## src/rtl/clb_cfg_pkg.sv

```systemverilog
// Shared definitions for the CLB configuration loader: frame layout, FSM states
// and the helper that places payload bytes into the CLB frame fields.
package clb_cfg_pkg;

   localparam int CLB_BITS_W  = 23;
   localparam int OUT_SEL_LSB = 19;
   localparam int MUX_BIT     = 18;
   localparam int FFEN_LSB    = 16;

   localparam logic [7:0] SYNC_BYTE_DEF = 8'hA5;

   typedef enum logic [3:0] {
      ST_IDLE,
      ST_COUNT,
      ST_INDEX,
      ST_PAY2,
      ST_PAY1,
      ST_PAY0,
      ST_WRITE,
      ST_CHECK,
      ST_DONE,
      ST_ERROR
   } loader_state_t;

   // P2[7] is not part of the frame; callers pass only P2[6:0].
   function automatic logic [CLB_BITS_W-1:0] pack_frame(
      input logic [6:0] p2_lo,
      input logic [7:0] p1,
      input logic [7:0] p0
   );
      logic [CLB_BITS_W-1:0] f;
      f                              = '0;
      f[CLB_BITS_W-1:OUT_SEL_LSB]    = p2_lo[6:3];
      f[MUX_BIT]                     = p2_lo[2];
      f[MUX_BIT-1:FFEN_LSB]          = p2_lo[1:0];
      f[FFEN_LSB-1:0]                = {p1, p0};
      return f;
   endfunction

endpackage

```

## src/rtl/clb_config_loader.sv

```systemverilog
// Byte-stream bitstream loader: decodes SYNC/COUNT/frames/CHK and issues one
// registered wr_en strobe per frame to the addressed CLB.
//
// state    | meaning
// ---------+---------------------------------------------------------
// IDLE     | waiting for SYNC, other bytes discarded
// COUNT    | capture frame count N
// INDEX    | capture target CLB index
// PAY2     | capture P2 (frame bits 22:16), P2[7] flags an error
// PAY1     | capture P1 (frame bits 15:8)
// PAY0     | capture P0, register strobe and frame
// WRITE    | strobe valid this cycle, in_ready low, count down
// CHECK    | compare checksum byte against running XOR
// DONE     | good load, done held until next SYNC
// ERROR    | bad load, err held until next SYNC
module clb_config_loader
   import clb_cfg_pkg::*;
#(
   parameter int         NUM_CLB   = 16,
   parameter logic [7:0] SYNC_BYTE = SYNC_BYTE_DEF,
   parameter int         IDX_W     = $clog2(NUM_CLB)
) (
   input  logic                  clk,
   input  logic                  rst,
   input  logic [7:0]            in_data,
   input  logic                  in_valid,
   output logic                  in_ready,
   output logic [NUM_CLB-1:0]    wr_en,
   output logic [CLB_BITS_W-1:0] bits,
   output logic                  busy,
   output logic                  done,
   output logic                  err
);

   loader_state_t         state_q, state_d;
   logic [7:0]            cnt_q, cnt_d;
   logic [7:0]            chk_q, chk_d;
   logic [IDX_W-1:0]      idx_q, idx_d;
   logic                  idx_ok_q, idx_ok_d;
   logic [6:0]            p2_q, p2_d;
   logic [7:0]            p1_q, p1_d;
   logic [CLB_BITS_W-1:0] bits_q, bits_d;
   logic [NUM_CLB-1:0]    wr_en_q, wr_en_d;
   logic                  done_q, done_d;
   logic                  err_q, err_d;
   logic                  accept;

   assign in_ready = (state_q != ST_WRITE);
   assign accept   = in_valid && in_ready;
   assign busy     = !(state_q == ST_IDLE || state_q == ST_DONE || state_q == ST_ERROR);
   assign wr_en    = wr_en_q;
   assign bits     = bits_q;
   assign done     = done_q;
   assign err      = err_q;

   always_comb begin
      state_d  = state_q;
      cnt_d    = cnt_q;
      chk_d    = chk_q;
      idx_d    = idx_q;
      idx_ok_d = idx_ok_q;
      p2_d     = p2_q;
      p1_d     = p1_q;
      bits_d   = bits_q;
      wr_en_d  = '0;
      done_d   = done_q;
      err_d    = err_q;

      case (state_q)
         ST_IDLE, ST_DONE, ST_ERROR: begin
            if (accept && in_data == SYNC_BYTE) begin
               done_d  = 1'b0;
               err_d   = 1'b0;
               chk_d   = '0;
               state_d = ST_COUNT;
            end
         end
         ST_COUNT: begin
            if (accept) begin
               cnt_d   = in_data;
               chk_d   = chk_q ^ in_data;
               state_d = (in_data == 8'd0) ? ST_CHECK : ST_INDEX;
            end
         end
         ST_INDEX: begin
            if (accept) begin
               idx_d    = in_data[IDX_W-1:0];
               idx_ok_d = ({1'b0, in_data} < 9'(NUM_CLB));
               if (!idx_ok_d)
                  err_d = 1'b1;
               chk_d    = chk_q ^ in_data;
               state_d  = ST_PAY2;
            end
         end
         ST_PAY2: begin
            if (accept) begin
               p2_d    = in_data[6:0];
               if (in_data[7])
                  err_d = 1'b1;
               chk_d   = chk_q ^ in_data;
               state_d = ST_PAY1;
            end
         end
         ST_PAY1: begin
            if (accept) begin
               p1_d    = in_data;
               chk_d   = chk_q ^ in_data;
               state_d = ST_PAY0;
            end
         end
         ST_PAY0: begin
            if (accept) begin
               chk_d   = chk_q ^ in_data;
               bits_d  = pack_frame(p2_q, p1_q, in_data);
               // Out-of-range frames are counted but never strobed.
               if (idx_ok_q)
                  wr_en_d[idx_q] = 1'b1;
               state_d = ST_WRITE;
            end
         end
         ST_WRITE: begin
            cnt_d   = cnt_q - 8'd1;
            state_d = (cnt_q == 8'd1) ? ST_CHECK : ST_INDEX;
         end
         ST_CHECK: begin
            if (accept) begin
               if (in_data == chk_q && !err_q) begin
                  done_d  = 1'b1;
                  state_d = ST_DONE;
               end else begin
                  err_d   = 1'b1;
                  state_d = ST_ERROR;
               end
            end
         end
         default: state_d = ST_IDLE;
      endcase
   end

   always_ff @(posedge clk or posedge rst) begin
      if (rst) begin
         state_q  <= ST_IDLE;
         cnt_q    <= '0;
         chk_q    <= '0;
         idx_q    <= '0;
         idx_ok_q <= 1'b0;
         p2_q     <= '0;
         p1_q     <= '0;
         bits_q   <= '0;
         wr_en_q  <= '0;
         done_q   <= 1'b0;
         err_q    <= 1'b0;
      end else begin
         state_q  <= state_d;
         cnt_q    <= cnt_d;
         chk_q    <= chk_d;
         idx_q    <= idx_d;
         idx_ok_q <= idx_ok_d;
         p2_q     <= p2_d;
         p1_q     <= p1_d;
         bits_q   <= bits_d;
         wr_en_q  <= wr_en_d;
         done_q   <= done_d;
         err_q    <= err_d;
      end
   end

endmodule
```

## config.mk

```make
export PLATFORM = sky130hd
export DESIGN_NAME = clb_config_loader
export DESIGN_NICKNAME = d
export VERILOG_FILES = /design/src/rtl/clb_cfg_pkg.sv /design/src/rtl/clb_config_loader.sv
export SDC_FILE = /design/constraint.sdc
export NUM_CORES = 1
export LEC_CHECK = 0
export ABC_AREA = 1
export ABC_CLOCK_PERIOD_IN_PS = 2900
export CAP_MARGIN = 20
export CORE_UTILIZATION = 30
export CTS_BUF_LIST = sky130_fd_sc_hd__clkbuf_4 sky130_fd_sc_hd__clkbuf_8
export DETAILED_ROUTE_END_ITERATION = 7
export MAX_ROUTING_LAYER = met4
export SETUP_SLACK_MARGIN = 0.5
export SLEW_MARGIN = 20
export SYNTH_ARGS = -nofsm -noshare
export SYNTH_HDL_FRONTEND = slang
export SYNTH_SLANG_ARGS = --single-unit
```

## constraint.sdc

```tcl
create_clock -name clk -period 2.9 [get_ports clk]
set_input_delay 0.58 -clock clk [delete_from_list [all_inputs] [get_ports clk]]
set_output_delay 0.58 -clock clk [all_outputs]
set_load 0.005 [all_outputs]
```

==> results.md <==
* Largest net degree at the start of global routing at 64
* Root Buffer: clkbuf_8
* Synthesized instance count at 406
* Crit Path Category: flop to output port
* Ports at 54
* Hold_buf cts at 0
* Via count at between 2000 and 3000
* H-tree depth at 3
* Die width at 113 um
* First-pass GRT wire length at roughly 14 mm
* Unique masters post-synth at 32
* Clk_skew at 0.0150 ns
* Final Max Slew Viols at 0
* Hold Path Class: flop to flop
* Vias in the first global route at 2755
* Worst-case clock buffer depth at 2
* Vias per std cell at between 4 and 5
* Core ar. at ~12000 um2
* RSZ-0062 raised after global routing: no
* Required time of the critical path at between 2 and 2.5 ns
* Worst slew margin at 0.662
* Flops & latches, synth at around 80
* DIE HEIGHT at between 100 and 150 um
* Met2 usage at 0.213
* DR WL/cell at 13.2 um
* Synth Warn # at 0
* Synth area leaders: dfrtp_1 (55%), nand2_1 (9.9%), nor2_1 (4.8%)
* Final setup vio count at 0
* Run status: finished, final reports clean
* DR DRC count at 0
* Sequential area share after synthesis at 0.546
* Post-Syn Area at approximately 3700 um2
* Reg clk slew, reported paths at around 0.09 ns
* LEAKAGE at approximately 2.2 nW
* Initial Utilization at 0.308
* Most Used Layer, Global Route: met2
* F_max at ~0.44 GHz
* Post-synth top flop: dfrtp_1
* Die area at around 13000 um2
* P&R area growth vs syn at 26.0%
* Syn_nets at ~420
* Fin crit period at between 2 and 2.5 ns
* Port Buffers at 53
* Tcrit/Tclk final at 0.786
* Crit end category: output port
* Final hold violations at 0
* Number of max-cap violations at 0
* Slew @ Worst Pin at around 0.51 ns
* Antenna Cells at 0
* Pwr Density at 987 nW/um2
* Starting DRT DRC Count at 143
* Routed wire length at around 8.4 mm
* 1st-pass router iterations at 4
* CTS buffer count at 9
* Worst Path Max Fanout at 10
* Share of cells above drive strength 1 at 0.153
* Met1 Use GR at 0.204
* Antenna-violating nets left at 0
* Syn avg cell area at about 9.1 um2
* Setup TNS at 0 ns
* Synth async-reset ratio at 1.00
* Detailed placement HPWL at a little over 6 mm
* GR Util met3 at 0.0348
* GP Congestion at slightly above 0.9
* CTS tree: done
* Row cnt at 40
* Critical Path Start Type: flop
* Clock sink total at 81
* Yosys top cell area share at 0.546
* All-Layer GR Usage at 0.146
* # nets final at 480
* Initial antenna violation count at 0
* Clk Latency, worst-skew pair at 0.36 ns
* Largest vdd supply drop at between 0.3 and 0.4 mV
* Worst EP arrival at 1.70 ns
* Post-synth top area cell: dfrtp_1
* Gr ovfl total at 0
* Non-filler cells, final at 640
* Placed instance count at about 620
* Number of synthesized flops with an enable pin at 0
## through the flow
step                power (mW)  hold WS, ns  setup slack (ns)   util  area [um2]
CTS                       4.66        0.486             0.513  0.387        4670
detailed placement        3.68        0.462             0.553  0.368        4440
finish                    4.62        0.481             0.619  0.388        4680
global route              5.01        0.505             0.515  0.388        4680
floorplan                 3.04        0.448              1.29      -        3720
global placement          3.64        0.462             0.574  0.368        4440
## final cells by class
class	count	area, um2
Sequential cell	81	2030
Clock inverter	7	105
Clock buffer	9	124
Tap cell	168	210
Timing Repair Buffer	57	573
Fill cell	1228	7380
Inverter	42	161
Multi-Input combinational cell	276	1480
## worst max-delay path: stages (launching register included)
cell             delay [ns]
dfrtp_1                0.40
inv_2                  0.07
nor2_1                 0.21
nand2_2                0.18
clkdlybuf4s50_1        0.49
## flip-flops by register name (all words and copies together), names as in the netlist
name      flops
state_q       4
idx_ok_q      1
p1_q          8
cnt_q         8
wr_en        16
p2_q          7
chk_q         8
idx_q         4
done          1
err           1
bits         23
## placed cells by master, fill, tap and decap left out
| master | count |
|---|---|
| nand2_1 | 97 |
| dfrtp_1 | 81 |
| clkdlybuf4s50_1 | 53 |
| nor2_1 | 47 |
| inv_1 | 36 |
| o21ai_0 | 34 |
| nand3_1 | 17 |
| mux2_2 | 15 |
| a21oi_1 | 12 |
| clkbuf_8 | 9 |
| nand2_2 | 8 |
| o21ai_2 | 8 |
| inv_2 | 5 |
| nand4_1 | 4 |
| nor2_2 | 4 |
| xor2_1 | 4 |
| nand4_2 | 4 |
| nor2_4 | 3 |
| nor3_1 | 3 |
| inv_6 | 3 |
| buf_4 | 3 |
| nand3b_1 | 2 |
| nand2_4 | 2 |
| clkinvlp_4 | 2 |
| ha_1 | 2 |
| bufinv_16 | 2 |
| nor3_4 | 1 |
| nand3_2 | 1 |
| a21boi_0 | 1 |
| o21a_1 | 1 |
| a31oi_1 | 1 |
| o211ai_1 | 1 |
| a221oi_1 | 1 |
| o311ai_0 | 1 |
| a22oi_1 | 1 |
| o22ai_1 | 1 |
| inv_8 | 1 |
| buf_12 | 1 |
## power by group
part	total [mW]	internal (mW)	switching (mW)
Sequential	1.80	1.53	0.268
Clock	0.959	0.500	0.459
Combinational	1.86	0.808	1.05
## repair_timing
item	4_1_cts	5_1_grt
setup endpoints to repair	0	2
buffers inserted	0	0
resized for setup	0	2
## final timing paths
kind                                  from         end  slack [ns]  cells after the start
worst max-delay path            state_q[2]    in_ready        0.62                      4
max in group asynchronous              rst  state_q[1]        1.67                      3
worst max register to register  state_q[3]    chk_q[2]        1.11                      9
worst min-delay path                  done        done        0.48                      2
worst min register to register        done        done        0.48                      2
min in group asynchronous              rst    wr_en[2]        0.57                      2
## logic make-up (layout without fill, tap and decap cells)
| logic type | count (synthesis) | in the layout | share of synthesized area |
|---|---|---|---|
| muxes | 15 | 15 | 0.0455 |
| and+or+nand+nor | 193 | 193 | 0.237 |
| DFF | 81 | 81 | 0.546 |
| adders and majority gates | 2 | 2 | 0.00674 |
| buffers and inverters | 49 | 115 | 0.0583 |
| xor gates and xnor gates | 4 | 4 | 0.00943 |
| AOI/OAI and AO/OA | 62 | 62 | 0.0970 |
## cell usage after synthesis (2+ instances only)
| cell type | n |
|---|---|
| nand4_2 | 4 |
| buf_6 | 4 |
| nor3_1 | 3 |
| nand4_1 | 4 |
| nor2_4 | 3 |
| o21ai_0 | 34 |
| inv_2 | 5 |
| inv_1 | 37 |
| a21oi_1 | 12 |
| nand2_1 | 98 |
| mux2_2 | 15 |
| xor2_1 | 4 |
| nand2_4 | 2 |
| nand3_1 | 18 |
| ha_1 | 2 |
| nand3b_1 | 2 |
| buf_2 | 2 |
| dfrtp_1 | 81 |
| nor2_1 | 47 |
| nand2_2 | 7 |
| nor2_2 | 4 |
| o21ai_2 | 8 |
## layer usage
layer | part of all wire | up-vias
met2 | 0.45 | 71
met3 | 0.050 | 11
met4 | 0.012 | 0
met5 | 0 | -
met1 | 0.49 | 1338
li1 | - | 1436
Power figures use the tool's default switching activity.
